`src/rtl/led_reg_monitor.sv`:
```
// led_reg_monitor: shows one register of a CPU bank on the LEDs, chosen by debounced switches,
// with live, freeze (snapshot), auto-scan and watch (change pulse) display modes.
module led_reg_monitor #(
    parameter int NUM_REGS     = 8,
    parameter int DATA_W       = 16,
    parameter int LED_W        = 16,
    parameter int SEL_W        = 3,
    parameter int DEBOUNCE_CYC = 1000000,
    parameter int SCAN_DIV     = 100000000
) (
    input  logic                       clk_100mhz,
    input  logic                       btn_reset_n,
    input  logic [SEL_W-1:0]           SW,
    input  logic [1:0]                 mode,
    input  logic [NUM_REGS*DATA_W-1:0] regs_flat,
    output logic [LED_W-1:0]           LED,
    output logic [SEL_W-1:0]           sel_idx,
    output logic                       sel_err,
    output logic                       change_pulse
);
    localparam int NS  = 2**SEL_W;
    localparam int CW  = $clog2(DEBOUNCE_CYC + 1);
    localparam int SCW = SCAN_DIV > 1 ? $clog2(SCAN_DIV) : 1;
    localparam int MW  = DATA_W < LED_W ? DATA_W : LED_W;
    localparam logic [SEL_W:0]   NREG  = (SEL_W+1)'(NUM_REGS);
    localparam logic [SEL_W-1:0] LAST  = SEL_W'(NUM_REGS - 1);
    localparam logic [CW-1:0]    DEB   = CW'(DEBOUNCE_CYC);
    localparam logic [SCW-1:0]   SLAST = SCW'(SCAN_DIV - 1);
    localparam logic [1:0] M_FRZ = 2'b01, M_SCAN = 2'b10, M_WATCH = 2'b11;

    logic [SEL_W-1:0]  r_sync1, r_sync2, r_cand, r_sel_q, r_prev_sel, r_scan_idx, r_sel_idx;
    logic [CW-1:0]     r_cnt;
    logic [SCW-1:0]    r_scan_cnt;
    logic [1:0]        r_mode_q;
    logic [DATA_W-1:0] r_snap [NS];
    logic [DATA_W-1:0] r_prev;
    logic [LED_W-1:0]  r_led;
    logic              r_sel_err, r_pulse;

    logic [DATA_W-1:0] w_regs [NS];
    logic [DATA_W-1:0] w_src, w_cur;
    logic [LED_W-1:0]  w_disp;
    logic [SEL_W-1:0]  w_scan_step, w_scan_nxt, w_idx;
    logic              w_entry, w_scan, w_tick, w_oor, w_stable, w_pulse;

    // Unpopulated select codes read as zero so out-of-range indexing stays benign
    for (genvar g = 0; g < NS; g++) begin : g_unpack
        if (g < NUM_REGS) begin : g_on
            assign w_regs[g] = regs_flat[g*DATA_W +: DATA_W];
        end else begin : g_off
            assign w_regs[g] = '0;
        end
    end

    always_comb begin
        w_entry     = mode != r_mode_q;
        w_scan      = mode == M_SCAN;
        w_tick      = r_scan_cnt == SLAST;
        w_scan_step = r_scan_idx == LAST ? '0 : r_scan_idx + 1'b1;
        w_scan_nxt  = w_entry ? '0 : w_tick ? w_scan_step : r_scan_idx;
        w_oor       = {1'b0, r_sel_q} >= NREG;
        w_stable    = r_sync2 == r_cand;
        w_idx       = w_scan ? w_scan_nxt : r_sel_q;
        // On the freeze entry edge the snapshot is still being loaded, so show the live bus
        w_src       = (mode == M_FRZ && !w_entry) ? r_snap[w_idx] : w_regs[w_idx];
        w_disp      = '0;
        w_disp[MW-1:0] = w_src[MW-1:0];
        w_cur       = w_regs[r_sel_q];
        w_pulse     = mode == M_WATCH && !w_entry && !w_oor && r_prev_sel == r_sel_q && w_cur != r_prev;
    end

    always_ff @(posedge clk_100mhz or negedge btn_reset_n) begin
        if (!btn_reset_n) begin
            r_sync1    <= '0;
            r_sync2    <= '0;
            r_cand     <= '0;
            r_cnt      <= '0;
            r_sel_q    <= '0;
            r_mode_q   <= '0;
            r_snap     <= '{default: '0};
            r_scan_cnt <= '0;
            r_scan_idx <= '0;
            r_prev     <= '0;
            r_prev_sel <= '0;
            r_led      <= '0;
            r_sel_idx  <= '0;
            r_sel_err  <= 1'b0;
            r_pulse    <= 1'b0;
        end else begin
            r_sync1    <= SW;
            r_sync2    <= r_sync1;
            r_cand     <= r_sync2;
            r_cnt      <= !w_stable ? CW'(1) : r_cnt == DEB ? r_cnt : r_cnt + 1'b1;
            if (w_stable && r_cnt == DEB)
                r_sel_q <= r_cand;
            r_mode_q   <= mode;
            if (mode == M_FRZ && w_entry)
                r_snap <= w_regs;
            r_scan_cnt <= (!w_scan || w_entry || w_tick) ? '0 : r_scan_cnt + 1'b1;
            r_scan_idx <= w_scan ? w_scan_nxt : '0;
            r_prev     <= w_cur;
            r_prev_sel <= r_sel_q;
            r_led      <= (!w_scan && w_oor) ? '0 : w_disp;
            r_sel_idx  <= w_idx;
            r_sel_err  <= !w_scan && w_oor;
            r_pulse    <= w_pulse;
        end
    end

    assign LED          = r_led;
    assign sel_idx      = r_sel_idx;
    assign sel_err      = r_sel_err;
    assign change_pulse = r_pulse;
endmodule

```
`config.mk`:
```
export PLATFORM = sky130hd
export DESIGN_NAME = led_reg_monitor
export DESIGN_NICKNAME = d
export VERILOG_FILES = /design/src/rtl/led_reg_monitor.sv
export SDC_FILE = /design/constraint.sdc
export NUM_CORES = 1
export LEC_CHECK = 0
export ABC_AREA = 1
export BUFFER_PORTS_ARGS = -buffer_cell sky130_fd_sc_hd__buf_4
export CAP_MARGIN = 40
export CORE_ASPECT_RATIO = 1.25
export CORE_MARGIN = 5
export CORE_UTILIZATION = 54
export CTS_CLUSTER_SIZE = 20
export DETAILED_ROUTE_END_ITERATION = 8
export GPL_TIMING_DRIVEN = 0
export PLACE_DENSITY = 0.74
export RECOVER_POWER = 50
export REMOVE_ABC_BUFFERS = 1
export SYNTH_ARGS = -nofsm -noshare
export SYNTH_HDL_FRONTEND = slang
export SYNTH_SLANG_ARGS = --single-unit
```
`constraint.sdc`:
```
create_clock -name clk_100mhz -period 1.95 [get_ports clk_100mhz]
set_input_delay 0.39 -clock clk_100mhz [delete_from_list [all_inputs] [get_ports clk_100mhz]]
set_output_delay 0.39 -clock clk_100mhz [all_outputs]
set_load 0.05 [all_outputs]
```
==> reports/results.tsv <==
stage	metric	value	unit
status	status	finished, violations left	
status	violations	negative setup slack	
floorplan	pin_count	156	
route	wl	49.3	mm
clocking	cts_tree	done	
floorplan	dieArea	0.0282	mm^2
cells_and_area	diodes	0	
floorplan	die_w	151	um
pwr	power.density	735	mW/mm^2
grt	grt_pass1_wl	71.6	mm
placed_design	hpwl	23.4	mm
critical_path	path_cells	ha_2 -> nand2_2 -> nor2_4 -> nand2_4 -> nor2_4 -> nand2_4 -> nand2_8 -> nand2_8 -> nand2_8 -> buf_8 -> buf_16 -> nand3b_1 -> nand3_1 -> nand3_2 -> nand3_2 -> nand2_1	
logic_synthesis	synth-async-reset-ratio	100	%
placed_design	portBuffers	154	
route	drtAntennaViolNets	0	
grt	first_global_vias	13700	
critical_path	crit_path_end_kind	flip-flop	
timing	setup_tns	-11.99	ns
critical_path	path_buf_inv	2	
grt	overflow	0	
pwr	peakVddDrop	553	uV
critical_path	crit_path_frequent_cell	nand2_8	
placed_design	dp_cells	2268	
placed_design	postPlaceCellArea	0.0148	mm^2
logic_synthesis	synth_top_cell_by_area	dfrtp_1	
cells_and_area	final_layout_size_suffix_gt1_share	18.3	%
logic_synthesis	synth_edf_count	0	
hold_path	hp-start	mode[1]	
route	num_vias	14500	
critical_path	r2r-end	LED[13]	
timing	relSlewSlack	30.9	%
timing	fin_crit	2.38	ns
clocking	clock_latency	0.53	ns
critical_path	reg2regPathDepth	16	
logic_synthesis	synth_cell_types	36	
pwr	power	12800	uW
logic_synthesis	synth-seq-cells	231	
flow_run	maxCapViolCount	0	
logic_synthesis	yosysSeqAreaShare	42.9	%
timing	period_share	122	%
logic_synthesis	synthTopCellsByArea	dfrtp_1, nand2_1, nand3_1, inv_1, o21ai_0	
timing	final.setup_skew	0.0126	ns
route	drc_errors	0	
route	drtIter0Drc	2113	
critical_path	critPathRequiredTime	2.37	ns
route	drt_pass1_iterations	6	
grt	grtUsageTotal	31.7	%
cells_and_area	nNetsFinal	2183	
floorplan	start_util	54.8	%
cells_and_area	syn_to_final_growth	28.9	%
route	drt-wirelength-per-cell	20.6	um
critical_path	worst_setup_path_start_kind	flip-flop	
route	via_per_inst	6.06	
timing	setup_violations	63	
critical_path	crit_family	simple AND/OR/NAND/NOR gates	
critical_path	cpPeakStageDelay	0.37	ns
timing	worst_pin_slew	1.04	ns
clocking	clk_path_buf_depth	3	
pwr	power.leakage	0.00851	uW
timing	hold_viol_final	0	
hold_path	holdCritPathClass	in -> reg	
floorplan	coreArea	0.0246	mm^2
critical_path	critPathMaxFanout	20	
logic_synthesis	synthDominantCellAreaShare	42.9	%
logic_synthesis	syn_area	0.0135	mm^2
cells_and_area	most-common-layout-cells	nand2_1, nand3_1, inv_1, dfrtp_1, o21ai_0	
cells_and_area	layout_commonest_cell	nand2_1	
critical_path	cp_slowest_cell	dfrtp_1	
clocking	clk_pin_slew	0.07	ns
critical_path	path_class	reg -> reg	
clocking	cts_sinks	231	
cells_and_area	final_cell_area	0.0174	mm^2
grt	antenna_found_initial	0	
clocking	root_buffer	clkbuf_16	
hold_path	hold_path_end	r_mode_q[1]	
cells_and_area	final_core_util	70.7	%
logic_synthesis	ys.warnings.count	0	
grt	grt_max_degree	122	
timing	rsz0062_at_grt	yes	
clocking	htree_num_levels	1	
critical_path	cp.arrival	2.81	ns
critical_path	reg2reg_from	r_scan_cnt[1]	
cells_and_area	finalNonFillerCells	2391	
floorplan	rows	64	
floorplan	die_height	187	um
timing	timing.final.ws_setup	-0.433	ns
timing	slew_viol_final	0	
critical_path	r2r_setup_slack	-0.43	ns
clocking	cts_inserted_buffers	25	
logic_synthesis	avgSynthCellArea	7.13	um^2
logic_synthesis	synth_flop_cell	dfrtp_1	
hold_path	holdPathStages	1	
logic_synthesis	syn_inst	1890	
timing	fmax	420	MHz
placed_design	gp_congestion	0.856	
-- through the flow --
stage,worst slack [ns],hold slack (ns)
after CTS,-0.318,0.0136
after global routing,-0.488,0.0115
final,-0.433,0.0287
after floorplan,-4.33,0.0944
after detailed placement,-1.81,0.338
after global placement,-8.81,0.332
-- routing by layer --
metal,up-vias,part of all wire [%],GRT usage (%)
met5,-,0,0
met4,0,6.3,15.1
met3,263,13,4.78
met2,1044,46,50.6
met1,6716,35,42.2
li1,6456,-,-
-- synth_stat cells (all sizes together), types with 2 or more instances --
cell type and number:
or2 2, o21a 3, a21oi 66, a31oi 3, nand4 14, o21ai 209
nand2 456, nor3 23, o211ai 22, nor4 6, nor2 56, buf 63
mux2 3, dfrtp 231, xor2 20, nand3b 31, inv 277, nor3b 2
ha 5, nand3 334, clkbuf 57, xnor2 3
-- layout make-up --
| cell class | count | area, um^2 |
|---|---|---|
| Tap cell | 330 | 413 |
| Timing Repair inverter | 5 | 53.8 |
| Inverter | 277 | 1110 |
| Clock buffer | 33 | 696 |
| Fill cell | 1932 | 7210 |
| Multi-Input combinational cell | 1275 | 6720 |
| Clock inverter | 12 | 213 |
| Timing Repair Buffer | 228 | 2380 |
| Sequential cell | 231 | 5790 |
-- report_power, final --
| part | total [uW] | internal, uW | switching (uW) |
|---|---|---|---|
| Sequential | 5620 | 5320 | 298 |
| Clock | 5360 | 3290 | 2070 |
| Combinational | 1800 | 734 | 1070 |
-- worst max-delay path by stage --
stage | start | endpoint | slack, ns | cells after the start
2_1_floorplan | r_sel_q[0] | LED[0] | -4.33 | 7
4_1_cts | r_scan_cnt[1] | LED[14] | -0.32 | 18
3_3_place_gp | r_sel_q[0] | LED[4] | -8.81 | 8
5_1_grt | r_scan_cnt[0] | LED[14] | -0.49 | 16
6_report | r_scan_cnt[1] | LED[13] | -0.43 | 16
3_5_place_dp | r_scan_cnt[0] | LED[2] | -1.81 | 18
-- repair_timing --
action	in CTS	in global routing
pin swaps	30	55
buffers inserted	21	20
gates resized for setup	96	104
hold endpoints to repair	89	0
hold buffers	4	0
gates cloned	25	12
setup endpoints to repair	140	166
-- sequential cells by signal, indices dropped and copies added, names as in the netlist, 16 cells and up --
signal      flops
LED            16
r_cnt          20
r_prev         16
r_scan_cnt     27
r_snap        128
-- cells by family after synthesis --
group	share of synthesized area [%]
other	0.0278
buffers and inverters	12.3
muxes	0.251
xor gates and xnor gates	1.49
and+or+nand+nor	30.7
adders and majority gates	0.464
DFF	42.9
AOI/OAI and AO/OA	11.8
Power figures use the tool's default switching activity.
